### config.mk
export PLATFORM = sky130hd
export DESIGN_NAME = rr_slice_arbiter
export DESIGN_NICKNAME = d
export VERILOG_FILES = /design/src/rtl/rr_slice_pkg.sv /design/src/rtl/rr_slice_arbiter_slice_cntr.sv /design/src/rtl/rr_slice_arbiter.sv
export SDC_FILE = /design/constraint.sdc
export NUM_CORES = 1
export LEC_CHECK = 0
export CAP_MARGIN = 10
export CORE_UTILIZATION = 51
export CTS_CLUSTER_DIAMETER = 120
export DETAILED_ROUTE_END_ITERATION = 7
export GPL_TIMING_DRIVEN = 0
export PLACE_DENSITY = 0.8
export SYNTH_ARGS = -nofsm -noshare
export SYNTH_HDL_FRONTEND = slang
export SYNTH_SLANG_ARGS = --single-unit
### constraint.sdc
create_clock -name clk -period 2.49 [get_ports clk]
set_input_delay 0.6225 -clock clk [delete_from_list [all_inputs] [get_ports clk]]
set_output_delay 0.6225 -clock clk [all_outputs]
set_load 0.02 [all_outputs]
### src/rtl/rr_slice_pkg.sv
// Shared types and the round-robin pick function for the time-sliced arbiter.
package rr_slice_pkg;

    localparam int DEF_N_REQ = 4;
    localparam int DEF_SLICE = 8;
    localparam int MAX_REQ   = 8;
    localparam int MAX_ID_W  = 3;
    localparam int MAX_CNT_W = 16;

    typedef enum logic [1:0] {IDLE, OWN, GAP} state_e;

    typedef struct packed {
        logic [MAX_CNT_W-1:0] count;
        logic                 ovf;
    } slice_cnt_t;

    // First set bit of req searching upward from last+1, wrapping at n.
    // Returns last unchanged when req is empty.
    function automatic logic [MAX_ID_W-1:0] rr_pick(
        input logic [MAX_REQ-1:0]  req,
        input int unsigned         n,
        input logic [MAX_ID_W-1:0] last
    );
        logic [MAX_ID_W-1:0] win;
        logic                found;
        int unsigned         idx;
        win   = last;
        found = 1'b0;
        for (int unsigned i = 1; i <= MAX_REQ; i++) begin
            idx = 32'(last) + i;
            if (idx >= n) idx = idx - n;
            if (!found && i <= n && req[idx[MAX_ID_W-1:0]]) begin
                win   = idx[MAX_ID_W-1:0];
                found = 1'b1;
            end
        end
        return win;
    endfunction

endpackage

### src/rtl/rr_slice_arbiter_slice_cntr.sv
// Mod-(MAXCNT+1) slice counter with synchronous clear (priority) and enable.
module slice_cntr
    import rr_slice_pkg::*;
#(
    parameter int MAXCNT = DEF_SLICE - 1,
    parameter int CNT_W  = $clog2(MAXCNT + 1)
) (
    input  logic             clk,
    input  logic             rst,
    input  logic             i_enb,
    input  logic             i_clr,
    output logic             o_ovf,
    output logic [CNT_W-1:0] o_count
);

    slice_cnt_t cnt_q;
    slice_cnt_t cnt_d;

    // ovf is kept registered alongside the count so it is glitch-free for the FSM.
    always_comb begin
        cnt_d = cnt_q;
        if (i_clr) begin
            cnt_d.count = '0;
        end else if (i_enb) begin
            cnt_d.count = cnt_q.ovf ? '0 : cnt_q.count + MAX_CNT_W'(1);
        end
        cnt_d.ovf = (cnt_d.count == MAX_CNT_W'(MAXCNT));
    end

    always_ff @(posedge clk or posedge rst) begin
        if (rst) begin
            cnt_q <= '0;
        end else begin
            cnt_q <= cnt_d;
        end
    end

    assign o_ovf   = cnt_q.ovf;
    assign o_count = cnt_q.count[CNT_W-1:0];

endmodule

### src/rtl/rr_slice_arbiter.sv
// Time-sliced round-robin arbiter: one owner at a time, preempted on slice
// expiry when others wait, with a one-cycle GAP between owners.
module rr_slice_arbiter
    import rr_slice_pkg::*;
#(
    parameter int N_REQ = DEF_N_REQ,
    parameter int SLICE = DEF_SLICE,
    parameter int ID_W  = $clog2(N_REQ),
    parameter int CNT_W = $clog2(SLICE)
) (
    input  logic             clk,
    input  logic             rst,
    input  logic [N_REQ-1:0] i_req,
    input  logic             i_release,
    output logic [N_REQ-1:0] o_gnt,
    output logic [ID_W-1:0]  o_gnt_id,
    output logic             o_busy,
    output logic [CNT_W-1:0] o_slice_cnt,
    output logic             o_preempt
);

    state_e           state_q, state_d;
    logic [N_REQ-1:0] gnt_q, gnt_d;
    logic [ID_W-1:0]  gnt_id_q, gnt_id_d;
    logic [ID_W-1:0]  last_q, last_d;
    logic             pre_q, pre_d;
    logic             cnt_enb, cnt_clr, cnt_ovf;
    logic [ID_W-1:0]  win;
    logic [N_REQ-1:0] own_mask;
    logic             others;

    slice_cntr #(
        .MAXCNT(SLICE - 1),
        .CNT_W (CNT_W)
    ) u_slice_cntr (
        .clk    (clk),
        .rst    (rst),
        .i_enb  (cnt_enb),
        .i_clr  (cnt_clr),
        .o_ovf  (cnt_ovf),
        .o_count(o_slice_cnt)
    );

    assign win      = ID_W'(rr_pick(MAX_REQ'(i_req), N_REQ, MAX_ID_W'(last_q)));
    assign own_mask = N_REQ'(1) << gnt_id_q;
    assign others   = |(i_req & ~own_mask);

    always_comb begin
        state_d  = state_q;
        gnt_d    = gnt_q;
        gnt_id_d = gnt_id_q;
        last_d   = last_q;
        pre_d    = 1'b0;
        cnt_enb  = 1'b0;
        cnt_clr  = 1'b0;
        case (state_q)
            IDLE, GAP: begin
                gnt_d   = '0;
                state_d = IDLE;
                if (|i_req) begin
                    state_d  = OWN;
                    gnt_d    = N_REQ'(1) << win;
                    gnt_id_d = win;
                    last_d   = win;
                    cnt_clr  = 1'b1;
                end
            end
            OWN: begin
                cnt_enb = 1'b1;
                // Release beats expiry, so a simultaneous release never flags preemption.
                if (i_release || !i_req[gnt_id_q]) begin
                    state_d = GAP;
                    gnt_d   = '0;
                    cnt_clr = 1'b1;
                end else if (cnt_ovf && others) begin
                    state_d = GAP;
                    gnt_d   = '0;
                    cnt_clr = 1'b1;
                    pre_d   = 1'b1;
                end
            end
            default: begin
                state_d = IDLE;
                gnt_d   = '0;
            end
        endcase
    end

    always_ff @(posedge clk or posedge rst) begin
        if (rst) begin
            state_q  <= IDLE;
            gnt_q    <= '0;
            gnt_id_q <= '0;
            last_q   <= ID_W'(N_REQ - 1);
            pre_q    <= 1'b0;
        end else begin
            state_q  <= state_d;
            gnt_q    <= gnt_d;
            gnt_id_q <= gnt_id_d;
            last_q   <= last_d;
            pre_q    <= pre_d;
        end
    end

    assign o_gnt     = gnt_q;
    assign o_gnt_id  = gnt_id_q;
    assign o_busy    = (state_q == OWN);
    assign o_preempt = pre_q;

endmodule

## After elaboration in Yosys (flattened, before gate mapping)

Index checks and enable logic that the tools add are counted.
Widths: inputs -> output; s select.

- Register bits: 28
- Bits in latches: 0
- Bits in writable memories: 0
- Memory bits (read-only): 0
- Bits of input ports: 7
- Output and inout bits: 11
- Word-level logic and storage cells: 86
- Memories kept: 0

- Add/subtract/negate cells: 9
- $mul: 0
- Div/mod/pow operators: 0
- Order comparisons: 9
- Equality and inequality tests: 4
- Shift-type cells: 2
- Muxes and demuxes: 39
- Bitwise gates (word level): 2
- Reduce and logical (&&, ||, !) cells: 14

Operators by type and width:

| kind | count |
|---|---|
| $mux 16 | 3 |
| $add 16x1->16 const B | 1 |
| $eq 16x3->1 const B | 1 |
| $lt 3x4->1 const B | 4 |
| $mux 1 | 15 |
| $bmux 1 s3 | 4 |
| $mux 2 | 6 |
| $mux 3 | 4 |
| $mux 4 | 3 |
| $sub 3x3->3 const B | 4 |
| $ge 3x3->1 const B | 3 |
| $pmux 4 s2 | 1 |
| $reduce_or 4->1 | 2 |
| $shl 1x2->4 const A | 2 |
| $add 2x2->3 const B | 2 |
| $add 2x3->4 const B | 1 |
| $and 4x4->4 | 1 |
| $ge 4x3->1 const B | 1 |
| $logic_and 1x1->1 | 4 |
| $logic_not 1->1 | 4 |
| $not 4->4 | 1 |
| $pmux 2 s2 | 1 |
| $add 2x1->3 const B | 1 |
| $lt 2x3->1 const B | 1 |
| 9 further kinds | 9 |

## Logic depth before layout (Yosys ltp)

- Depth after elaboration: 18
- Gate-level depth with buffers: 10
- Gate-level depth less buffers: 8

## Modules after synthesis

From an unflattened synthesis, not the netlist that was laid out.

- Cells, all modules: 181
- Area, all modules: 1811.7 um^2

By module, submodules not included:

| module | instances | cells each | area each (um^2) | seq. area each (um^2) |
|---|---|---|---|---|
| slice_cntr | 1 | 101 | 988.4 | 425.4 |
| rr_slice_arbiter | 1 | 80 | 823.3 | 277.8 |

## Least setup slack after synthesis

Ideal clock, no wire load.

- Path kind: register -> register
- From: register last_q[0]
- To: register gnt_id_q[1] (netlist: o_gnt_id[1])
- Setup time: 119 ps
- Arrival time: 2604 ps
- Data required time: 2371 ps
- Setup slack: -233 ps
- Cell stages (with the launch flop): 11
- Buffers on the path: 2
- Clock period less this slack: 2723 ps
- Cell sequence: dfstp_2 -> clkbuf_1 -> clkbuf_1 -> inv_1 -> ha_1 -> mux2_2 -> a22oi_1 -> o2111ai_1 -> a2bb2oi_1 -> nand2_1 -> o21a_1

- Word-level cells in the longest chain between the ends: 15
- Elaborated cells on any way between the ends: 37
- Classes of those cells: add/sub: 8; order compare: 4; mux: 19; reduce/logical: 6

RTL lines:

| element | RTL line | RTL |
|---|---|---|
| from (decl) | rr_slice_arbiter.sv:25 | `logic [ID_W-1:0] last_q, last_d;` |
| from (signal assigned) | rr_slice_arbiter.sv:94 | `last_q <= ID_W'(N_REQ - 1);` |
| from (signal assigned) | rr_slice_arbiter.sv:100 | `last_q <= last_d;` |
| $add 2x1->3 | rr_slice_pkg.sv:30 | `idx = 32'(last) + i;` |
| $sub 3x3->3 or $ge 3x3->1 (tied branches) | rr_slice_pkg.sv:31 | `if (idx >= n) idx = idx - n;` |
| $mux 3 | rr_slice_pkg.sv:31 |  |
| $bmux 1 s3 | rr_slice_pkg.sv:32 | `if (!found && i <= n && req[idx[MAX_ID_W-1:0]]) begin` |
| $mux 1 (implied by the code) | rr_slice_pkg.sv:32 |  |
| $mux 1 | rr_slice_pkg.sv:32 |  |
| $logic_not 1->1 | rr_slice_pkg.sv:32 |  |
| $logic_and 1x1->1 | rr_slice_pkg.sv:32 |  |
| $mux 1 | rr_slice_pkg.sv:32 |  |
| $logic_not 1->1 | rr_slice_pkg.sv:32 |  |
| $logic_and 1x1->1 | rr_slice_pkg.sv:32 |  |
| $mux 1 | rr_slice_pkg.sv:32 |  |
| $logic_not 1->1 | rr_slice_pkg.sv:32 |  |
| $logic_and 1x1->1 | rr_slice_pkg.sv:32 |  |
| $mux 2 (*) | rr_slice_pkg.sv:32 |  |
| to (signal assigned) | rr_slice_arbiter.sv:99 | `gnt_id_q <= gnt_id_d;` |
| to (decl) | rr_slice_arbiter.sv:24 | `logic [ID_W-1:0] gnt_id_q, gnt_id_d;` |

Every way passes the cells marked *; elsewhere a longest branch is shown, timed or not. The select of a mux whose other input is x is not followed.
A chain may end at the register's enable or synchronous reset.

## Worst setup path after layout

- From: register last_q[0]
- To: register gnt_q[3] (netlist: o_gnt[3])

- Word-level cells in the longest chain between the ends: 18
- Elaborated cells on any way between the ends: 40
- Classes of those cells: add/sub: 8; order compare: 4; shift: 1; mux: 21; reduce/logical: 6

RTL lines:

| element | RTL line | RTL |
|---|---|---|
| $add 2x1->3 | rr_slice_pkg.sv:30 |  |
| $sub 3x3->3 or $ge 3x3->1 (tied branches) | rr_slice_pkg.sv:31 |  |
| $mux 3 | rr_slice_pkg.sv:31 |  |
| $bmux 1 s3 | rr_slice_pkg.sv:32 |  |
| $mux 1 (implied by the code) | rr_slice_pkg.sv:32 |  |
| $mux 1 | rr_slice_pkg.sv:32 |  |
| $logic_not 1->1 | rr_slice_pkg.sv:32 |  |
| $logic_and 1x1->1 | rr_slice_pkg.sv:32 |  |
| (+2 left out) | -- |  |
| $logic_and 1x1->1 | rr_slice_pkg.sv:32 |  |
| $mux 1 | rr_slice_pkg.sv:32 |  |
| $logic_not 1->1 | rr_slice_pkg.sv:32 |  |
| $logic_and 1x1->1 | rr_slice_pkg.sv:32 |  |
| $mux 2 (*) | rr_slice_pkg.sv:32 |  |
| $shl 1x2->4 (*) | rr_slice_arbiter.sv:62 | `gnt_d = N_REQ'(1) << win;` |
| $mux 4 (*) | rr_slice_arbiter.sv:60 | `if (\|i_req) begin` |
| $pmux 4 s2 (*) | rr_slice_arbiter.sv:56 | `case (state_q)` |
| to (signal assigned) | rr_slice_arbiter.sv:98 | `gnt_q <= gnt_d;` |
| to (decl) | rr_slice_arbiter.sv:23 | `logic [N_REQ-1:0] gnt_q, gnt_d;` |

Marks and branches as above.

==> metrics.cfg <==
[timing]
finalCritPeriodShare_pct = 93.70
maxSlewViolCount = 0
post-route-min-period_ps = 2333
timing.hold.ws_ps = 544.0
rsz0062_at_grt = false
fin_setup_tns_ps = 0
fmax_ghz = 0.4286
setup_violations = 0
fin_ws_ps = 156.8
tightest_slew_ps = 414.7
maxSlewHeadroom_pct = 72.14
fin_skew_ps = 14.46
hold_viol = 0

[setup_path]
reg2reg_from = last_q[0]
crit_type = reg -> reg
crit_start = last_q[0]
crit_required_ps = 2690
endpoint_kind = flop
cp_max_fo = 10
start_kind = flop
arrival_ps = 2530

[synth]
synth_top_flop_cell = dfrtp_1
ys_seq_elements = 28
ys_seq_area_share_pct = 38.13
async_flop_share_pct = 100.0
syn_nets = 214
syn_inst = 205
synth_edf_count = 0
syn_area_um2 = 1844
yosysWarnings = 0
netlist-cell-type-count = 51
synth_area_leaders = dfrtp_1 (35%), xor2_1 (4.3%), nor2_1 (3.9%), xnor2_1 (3.8%), nand3_1 (3.5%)
yosysTopAreaCellShare_pct = 35.28
synth_largest_area_cell = dfrtp_1
avgSynthCellArea_um2 = 8.996

[job]
maxCapViolations = 0

[placement]
post-place-ws_ps = -357.5
routabilityCongestion = 0.7952
dp_hpwl_um = 2622
port_buffers = 16
postPlaceCellArea_um2 = 2071

[floorplanning]
die_x_um = 62.14
coreArea_um2 = 3390
num_rows = 21
die_height_um = 62.14
io_pins = 18
start_util_pct = 54.41
dieArea_um2 = 3861

[power]
power_density_nw_per_um2 = 921.5
pwr-share-clk_pct = 9.3
switchingPower_w = 0.0008559
ir_worst_vdd_mv = 0.7548
switching_share_pct = 41.89
power.share.combinational_pct = 58.9
power_frac_seq_pct = 31.8
leakagePower_nw = 0.9137
power.internal_w = 0.001187

[global_routing]
use_met2_pct = 35.85
grt_pass1_vias = 1475
grt_util_met1_pct = 25.41
grt_overflow = 0
grt.total_usage_pct = 20.32
busiest_layer = met2
antenna_found_initial = 0
grt_max_degree = 29
grtUsageMet3_pct = 3.309
grt_pass1_wl_um = 6444

[clock_tree]
cts_buffers = 3
cts_root_buffer = clkbuf_4
cts_hold_buf = 0
cts_buffer_depth = 2
clk_latency_ps = 320
cts.sinks = 28
path_clk_slew_ps = 130
tritoncts = yes
h-tree-depth = 1

[final_layout]
design_area_um2 = 2217
drive_gt1_share_pct = 17.11
fin_nets = 238
mostFrequentLayoutCells = dfrtp_1 (25), nor2_1 (19), clkdlybuf4s50_1 (15)
n_antenna_cell = 0
final_common_cell = dfrtp_1
area_delta_synth_final_pct = 20.22
finish.utilization_pct = 65.41
final.fill_count = 294

[drt]
vias = 1559
drc = 0
dr.pass1.iters = 4
vias_per_cell = 5.690
drtIter0Drc = 83
drtAntennaViolNets = 0
routedWlPerCell_um = 13.10
finalWirelength_um = 3590

[worst_hold_path]
hold_path.class = in -> async

[run_status]
status = completed

-- sequential cells by signal, summed over array words and instances, names as in the netlist --
register	count
u_slice_cntr.o_ovf	1
o_preempt	1
o_gnt_id	2
state_q	2
u_slice_cntr.cnt_q	13
u_slice_cntr.o_count	3
last_q	2
o_gnt	4
-- worst paths after layout --
| kind | to | slack, ps | cells after the start |
|---|---|---|---|
| max in group asynchronous | u_slice_cntr.cnt_q[13] | 1550 | 3 |
| min in group clk | o_gnt[2] | 560 | 2 |
| hold reg to reg | o_gnt[2] | 560 | 2 |
| setup / recovery | o_gnt[3] | 160 | 9 |
| hold / removal | o_gnt[1] | 540 | 2 |
| setup reg to reg | o_gnt[3] | 160 | 9 |
-- power by group through the flow --
stage / combinational, W / clock (W) / sequential (W)
floorplan: 0.000777 / 0 / 0.000660
global placement: 0.00105 / 0 / 0.000642
detailed placement: 0.00106 / 0 / 0.000646
CTS: 0.00111 / 0.000195 / 0.000642
global route: 0.00134 / 0.000215 / 0.000667
finish: 0.00120 / 0.000190 / 0.000649
-- cells by family (layout without fill, tap and decap cells) --
kind of cell             after synthesis  after routing  share of synthesized area, %
AND/OR/NAND/NOR                       87             87                         25.51
XOR/XNOR                              17             17                         8.074
adder cells (fa/ha/maj)                2              2                         1.357
AO/OA/AOI/OAI                         38             38                         13.84
multiplexers                           9              9                         6.445
buffers and inverters                 24             47                         6.649
flip-flops                            28             28                         38.13
-- metal layers --
metal,share of wire (%),vias up,wire length [um]
met4,1.2,0,42
met2,51,25,1847
li1,-,780,-
met3,2.6,6,92
met5,0,-,0
met1,45,748,1608
-- critical path, stage by stage, from the launching register on --
cell and delay (ps):
dfstp_2 570, clkbuf_8 150, inv_1 80, ha_4 280
mux2_2 280, a22oi_2 240, nand3_2 140, mux2i_2 230
nand2b_1 160, o22ai_1 80
-- per-stage QoR --
step / power (W) / instances
6_report: 0.002043 / 274
5_1_grt: 0.002217 / 274
4_1_cts: 0.001944 / 271
3_5_place_dp: 0.001707 / 267
3_3_place_gp: 0.001689 / 267
2_1_floorplan: 0.001437 / 205
-- repair_timing --
action                     in CTS  in global routing
pin swaps                       1                  3
setup endpoints to repair       8                 20
buffers inserted                1                  2
gates resized for setup         6                 12
hold endpoints to repair        0                  0
-- synth_stat cells (2+ instances only) --
cell type  count
mux2_2         3
dfrtp_1       26
nor4_1         5
xnor2_1        8
ha_1           2
o22ai_1        5
mux4_2         2
nor2b_1        2
nand3_1       13
o21a_1         3
nand2_1       13
clkbuf_8       2
nand2b_1       6
buf_4          3
nor3b_1        2
nand4_1        2
clkbuf_1       7
mux2i_1        4
a22oi_1        2
nor2_1        19
a21boi_0       2
or4_1          2
or2_2          2
or3_1          2
xor2_1         9
and3_1         3
a21oi_1        6
o21ai_0        9
inv_1         11
nor3_1         8
dfstp_2        2
-- area by class of cell --
type	count	area [um2]	area share [%]
buffer	12	88.84	4.007
timing repair buffer	20	212.7	9.594
sequential	28	704.4	31.77
inverter	11	41.29	1.862
clock buffer	4	26.28	1.185
tap	46	57.56	2.596
multi-input combinational	153	1086	48.98
No activity file was read; power rests on OpenSTA's default activity.
